==> src/rtl/rf_write_sched_pkg.sv <==
// rf_sched_pkg: shared types and default geometry for the register file write scheduler
package rf_sched_pkg;
  typedef enum logic {ST_ARB, ST_CLEAR} rfs_state_t;
  localparam int RF_AW    = 5;
  localparam int RF_DW    = 32;
  localparam int RF_NREGS = 32;
  typedef logic [RF_DW-1:0] word_t;
endpackage

==> src/rtl/rf_write_sched_if.sv <==
// rf_write_sched_if: requester bus, clear control and register file write port
interface rf_write_sched_if #(
  parameter int NREQ = 2,
  parameter int AW   = 5,
  parameter int DW   = 32
) ();
  logic [NREQ-1:0]    req;
  logic [NREQ*AW-1:0] req_wsel;
  logic [NREQ*DW-1:0] req_wdat;
  logic [NREQ-1:0]    gnt;
  logic               clr_req;
  logic               clr_busy;
  logic               rf_WEN;
  logic [AW-1:0]      rf_wsel;
  logic [DW-1:0]      rf_wdat;
  modport master (output req, req_wsel, req_wdat, clr_req,
                  input gnt, clr_busy, rf_WEN, rf_wsel, rf_wdat);
  modport slave (input req, req_wsel, req_wdat, clr_req,
                 output gnt, clr_busy, rf_WEN, rf_wsel, rf_wdat);
endinterface

==> src/rtl/rf_write_sched_rr_arbiter.sv <==
// rr_arbiter: combinational round-robin pick, searching upward from ptr+1 mod N
module rr_arbiter #(
  parameter int N  = 2,
  parameter int PW = $clog2(N)
) (
  input  logic [N-1:0]  req,
  input  logic [PW-1:0] ptr,
  output logic [N-1:0]  gnt,
  output logic [PW-1:0] idx,
  output logic          any
);
  always_comb begin
    gnt = '0;
    idx = '0;
    any = 1'b0;
    for (int k = 1; k <= N; k++) begin
      if (!any && req[(int'(ptr) + k) % N]) begin
        any = 1'b1;
        idx = PW'((int'(ptr) + k) % N);
        gnt[(int'(ptr) + k) % N] = 1'b1;
      end
    end
  end
endmodule

==> src/rtl/rf_write_sched.sv <==
// rf_write_sched: round-robin sharing of the register file write port; the zero-clear
// sequencer is built only with RFSCHED_CLEAR_EN defined.
module rf_write_sched
  import rf_sched_pkg::*;
#(
  parameter int NREQ  = 2,
  parameter int NREGS = RF_NREGS,
  parameter int AW    = RF_AW,
  parameter int DW    = RF_DW
) (
  input logic CLK,
  input logic nRST,
  rf_write_sched_if.slave bus
);
  localparam int PW = $clog2(NREQ);
  logic [PW-1:0]   rr_ptr;
  logic [PW-1:0]   win;
  logic [NREQ-1:0] arb_gnt;
  logic            any;
  logic            arb_en;
  logic [AW-1:0]   win_wsel;
  logic [DW-1:0]   win_wdat;
  rr_arbiter #(.N(NREQ)) u_arb (
    .req(bus.req),
    .ptr(rr_ptr),
    .gnt(arb_gnt),
    .idx(win),
    .any(any)
  );
  assign win_wsel = bus.req_wsel[int'(win)*AW +: AW];
  assign win_wdat = bus.req_wdat[int'(win)*DW +: DW];
`ifdef RFSCHED_CLEAR_EN
  rfs_state_t    state;
  logic [AW-1:0] clr_idx;
  // a clear request steals the cycle it arrives in, so nothing is granted then
  assign arb_en       = nRST && state == ST_ARB && !bus.clr_req;
  assign bus.clr_busy = state == ST_CLEAR;
`else
  assign arb_en       = nRST;
  assign bus.clr_busy = 1'b0;
`endif
  assign bus.gnt = arb_en ? arb_gnt : '0;
  always_ff @(posedge CLK or negedge nRST) begin
    if (!nRST) begin
      rr_ptr      <= PW'(NREQ-1);
      bus.rf_WEN  <= 1'b0;
      bus.rf_wsel <= '0;
      bus.rf_wdat <= '0;
`ifdef RFSCHED_CLEAR_EN
      state       <= ST_CLEAR;
      clr_idx     <= AW'(1);
`endif
    end
`ifdef RFSCHED_CLEAR_EN
    else if (state == ST_CLEAR) begin
      bus.rf_WEN  <= 1'b1;
      bus.rf_wsel <= clr_idx;
      bus.rf_wdat <= '0;
      state       <= clr_idx == AW'(NREGS-1) ? ST_ARB : ST_CLEAR;
      clr_idx     <= clr_idx == AW'(NREGS-1) ? AW'(1) : clr_idx + AW'(1);
    end
    else if (bus.clr_req) begin
      bus.rf_WEN <= 1'b0;
      state      <= ST_CLEAR;
      clr_idx    <= AW'(1);
    end
`endif
    else begin
      // register 0 is hardwired zero: accept the grant but suppress the write
      bus.rf_WEN <= any && win_wsel != '0;
      if (any) begin
        rr_ptr      <= win;
        bus.rf_wsel <= win_wsel;
        bus.rf_wdat <= win_wdat;
      end
    end
  end
endmodule
==> src/flat_wrapper.sv <==
// flat-port wrapper written by rule: the top's interface ports become plain ports
module rf_write_sched_flat import rf_sched_pkg::*;
#(
  parameter int NREQ  = 2,
  parameter int NREGS = RF_NREGS,
  parameter int AW    = RF_AW,
  parameter int DW    = RF_DW
)
  (CLK, nRST, bus_req, bus_req_wsel, bus_req_wdat, bus_clr_req, bus_gnt, bus_clr_busy, bus_rf_WEN, bus_rf_wsel, bus_rf_wdat);
  rf_write_sched_if #(.NREQ(NREQ), .AW(AW), .DW(DW)) bus_i ();
  input logic CLK;
  input logic nRST;
  input wire logic [$bits(bus_i.req)-1:0] bus_req;
  input wire logic [$bits(bus_i.req_wsel)-1:0] bus_req_wsel;
  input wire logic [$bits(bus_i.req_wdat)-1:0] bus_req_wdat;
  input wire logic [$bits(bus_i.clr_req)-1:0] bus_clr_req;
  output wire logic [$bits(bus_i.gnt)-1:0] bus_gnt;
  output wire logic [$bits(bus_i.clr_busy)-1:0] bus_clr_busy;
  output wire logic [$bits(bus_i.rf_WEN)-1:0] bus_rf_WEN;
  output wire logic [$bits(bus_i.rf_wsel)-1:0] bus_rf_wsel;
  output wire logic [$bits(bus_i.rf_wdat)-1:0] bus_rf_wdat;
  assign bus_i.req = bus_req;
  assign bus_i.req_wsel = bus_req_wsel;
  assign bus_i.req_wdat = bus_req_wdat;
  assign bus_i.clr_req = bus_clr_req;
  assign bus_gnt = bus_i.gnt;
  assign bus_clr_busy = bus_i.clr_busy;
  assign bus_rf_WEN = bus_i.rf_WEN;
  assign bus_rf_wsel = bus_i.rf_wsel;
  assign bus_rf_wdat = bus_i.rf_wdat;
  rf_write_sched #(.NREQ(NREQ), .NREGS(NREGS), .AW(AW), .DW(DW)) u_core (.CLK(CLK), .nRST(nRST), .bus(bus_i));
endmodule
==> config.mk <==
export PLATFORM = sky130hd
export DESIGN_NAME = rf_write_sched_flat
export DESIGN_NICKNAME = d
export VERILOG_FILES = /design/src/rtl/rf_write_sched_pkg.sv /design/src/rtl/rf_write_sched_if.sv /design/src/rtl/rf_write_sched_rr_arbiter.sv /design/src/rtl/rf_write_sched.sv /design/src/flat_wrapper.sv
export SDC_FILE = /design/constraint.sdc
export NUM_CORES = 1
export LEC_CHECK = 0
export BUFFER_PORTS_ARGS = -buffer_cell sky130_fd_sc_hd__buf_2
export CORE_MARGIN = 1.5
export CORE_UTILIZATION = 49
export CTS_BUF_LIST = sky130_fd_sc_hd__clkbuf_2
export DETAILED_ROUTE_END_ITERATION = 10
export PLACE_DENSITY = 0.85
export SYNTH_ARGS = -nofsm -noshare
export SYNTH_HDL_FRONTEND = slang
export SYNTH_SLANG_ARGS = --single-unit
==> constraint.sdc <==
create_clock -name CLK -period 4.51 [get_ports CLK]
set_clock_uncertainty 0.05 [all_clocks]
set_input_delay 0 -clock CLK [delete_from_list [all_inputs] [get_ports CLK]]
set_output_delay 0 -clock CLK [all_outputs]
set_load 0.01 [all_outputs]
==> metrics.md <==
| Metric | Value |
|---|---|
| Outcome | completed |
| Fraction of power consumed by sequential logic | 0.448 |
| Slew Limit Fails | 0 |
| Syn Area/Cell | 11.6 um2 |
| TritonCTS clock tree | yes |
| Leading area contributor after synthesis | dfrtp_1 |
| Detailed-routing iteration count for the pre-antenna-repair pass | 4 |
| Startpoint type of the worst setup path | flop |
| Top cells by area, synth | dfrtp_1 44%, a211o_1 15%, o221a_2 15% |
| Most used flip-flop cell after synthesis | dfrtp_1 |
| Top-level I/O count | 120 |
| Global-route wire length before repair | 11.9 mm |
| Top routing layer in use | met4 |
| Leading post-synthesis cells by instance count | 38 x dfrtp_1, 37 x a211o_1, 37 x nor2b_1 |
| Post-route minimum period | 2570 ps |
| Period utilization | 0.569 |
| Max frequency | 390 MHz |
| Number of vias per cell | 5.87 |
| Most common cell in the netlist | dfrtp_1 |
| Number of nets still failing antenna checks after routing | 0 |
| Detailed route wirelength on metal2 | between 3 and 4 mm |
| Placed wire-length estimate after detailed placement | 3.54 mm |
| Overall overflow remaining after global route | 0 |
| Placed insts | 333 |
| Setup tns final | 0 ps |
| Slew Limit Headroom | 0.411 |
| Cell internal pwr | 0.645 mW |
| Violation count after the first detailed-route iteration | 160 |
| Utilization after layout | 0.856 |
| Relative contribution of combinational cells to total power | 0.391 |
| Number of buffers added for setup after CTS | 0 |
| Number of warnings printed during yosys synthesis | 0 |
| Peak ir drop on the vdd network | around 0.0002 V |
| Initial standard-cell utilization of the core | 0.523 |
| Horizontal die dimension | between 60 and 70 um |
| Via count of the first global-routing pass | approximately 2400 |
| Clock latency of the later-clocked register in the worst-skew pair | 390 ps |
| Post-synth ARST share | 1.00 |
| Proportion of netlist area held by the largest area contributor | 0.445 |
| Switching power summed over all nets | 0.288 mW |
| Tot Pwr | around 0.93 mW |
| Initial antenna violation count | 0 |
| Switch share | 0.309 |
| Sequential-to-total area share from yosys stat | 0.457 |
| Wire length the detailed router placed on met1 | around 2.8 mm |
| Type of the most critical hold path | primary input to flop |
| Endpoint type of the worst setup path | flop |
| Leakage power | between 1.5 and 2 nW |
| Post-layout nets | 446 |
| Number of flops mapped to enable cells by yosys | 0 |
| Number of placement rows | 23 |
| Netlist area before placement | 2140 um2 |
| Maximum clock insertion buffer count | 2 |
| Met3 wirelength from detailed routing | 523 um |
| Critical-path maximum fanout | 20 |
| Share of cells above drive strength 1 | 0.421 |
| Clock sink total | 39 |
| Overall via count from detail_route | 2453 |
| Number of H-tree levels | 2 |
| Number of distinct library cell variants in the gate-level netlist after synthesis | 20 |
| Total power divided by cell area | 267 nW/um2 |
| Transition at the pin with the smallest max-transition slack | between 800 and 900 ps |
| Post-route worst hold slack | 131 ps |
| Count of non-filler cells in the finished layout | approximately 420 |
| Core area | 4090 um2 |
| Area of the die | between 4000 and 5000 um2 |
| Reg clk slew, reported paths | 170 ps |
| Clk network pwr share | 0.161 |
| IO Port Bufs | 117 |
| Detailed-route wire length per cell | roughly 17 um |
| Vert. Die Dim | 69.0 um |
| RSZ-0062 raised after global routing | false |
| CP Data Arrival Time | 2810 ps |
| Global router's overall resource usage | 0.312 |
| Drt drc | 0 |
| Count of endpoints failing setup in the final report | 0 |
| Routability congestion estimate | between 0.7 and 0.8 |
| Antenna cell count | 0 |
| Cts bufs inserted | 5 |
| Nets in the synthesized netlist | around 260 |
| Max Cap Violations | 0 |
| Largest net degree at the start of global routing | 77 |
| Required time reported for the critical path endpoint | between 4000 and 5000 ps |
| Clk Tree Root Cell | clkbuf_2 |
| Worst Setup Path Type | flop to flop |
| Gate count after technology mapping | around 190 |
| Endpoints failing hold | 0 |
| Detailed Route WL | 7.26 mm |
| Count of state elements after synthesis | 39 |
| Syn-to-layout area delta | 63.7% |
==> worst max-delay path, stage by stage (launching register included) <==
cell	delay, ps
dfstp_2	580
nand2b_1	120
nand2_1	440
buf_4	430
o221a_2	260
dlygate4sd3_1	570
==> power by group through the flow <==
stage / combinational, mW / sequential (mW) / clock [mW]
finish: 0.365 / 0.419 / 0.150
global route: 0.392 / 0.424 / 0.167
CTS: 0.353 / 0.415 / 0.152
detailed placement: 0.266 / 0.421 / 0
global placement: 0.260 / 0.421 / 0
floorplan: 0.133 / 0.445 / 0
==> cell families (layout without fill, tap and decap cells) <==
kind of cell,count (synthesis),after routing,synth area share
buf+inv,23,206,0.0568
simple gates,45,45,0.129
compound gates,77,77,0.355
flops,39,39,0.457
other cells,1,1,0.00175
==> cell usage in the layout, fill, tap and decap left out, drive strengths merged <==
master and instances:
or4 2, nand2 2, o221a 37, clkinv 2, a211o 37, o211ai 1, dfrtp 38, o21ai 2
dlygate4sd3 77, and3 2, clkbuf 6, nor2b 37, dfstp 1, nand2b 1, conb 1, buf 120
inv 1, nor2 1
==> per-layer routing <==
metal  up-vias  track usage
met5         -            0
met4         0        0.122
met3        26       0.0599
met2       131        0.533
met1      1200        0.387
li1       1096            -
==> sequential cells by signal, summed over array words and instances, names as in the netlist <==
signal	count
u_core.bus.rf_wdat	32
u_core.bus.rf_wsel	5
u_core.bus.rf_WEN	1
u_core.rr_ptr	1
==> per-stage QoR <==
step | setup slack (ps) | cell area [um2]
floorplan | 3060 | 2140
global placement | 2390 | 2690
detailed placement | 2350 | 2690
CTS | 2000 | 3500
global route | 1880 | 3500
finish | 1940 | 3500
==> worst paths after layout <==
check / slack [ps] / startpoint / cells after the start / to
max: 1940 / u_core.rr_ptr / 5 / u_core.bus.rf_wdat[0]
min in group asynchronous: 170 / nRST / 2 / u_core.bus.rf_wsel[2]
min reg2reg: 440 / u_core.rr_ptr / 2 / u_core.rr_ptr
max in group asynchronous: 3680 / nRST / 2 / u_core.bus.rf_wdat[23]
max reg2reg: 1940 / u_core.rr_ptr / 5 / u_core.bus.rf_wdat[0]
min: 130 / bus_req[1] / 4 / u_core.rr_ptr
==> area by class of cell <==
| type | count | area, um2 |
|---|---|---|
| Timing Repair Buffer | 197 | 1380 |
| Multi-Input combinational cell | 123 | 1040 |
| Sequential cell | 39 | 977 |
| Fill cell | 220 | 588 |
| Tap cell | 50 | 62.6 |
| Clock buffer | 6 | 30.0 |
| Clock inverter | 2 | 7.51 |
| Inverter | 1 | 3.75 |
==> timing repair <==
item                      in CTS  in global routing
hold endpoints to repair      76                  0
hold buffers                  77                  0
resized for setup              0                  0
Power figures use the tool's default switching activity.
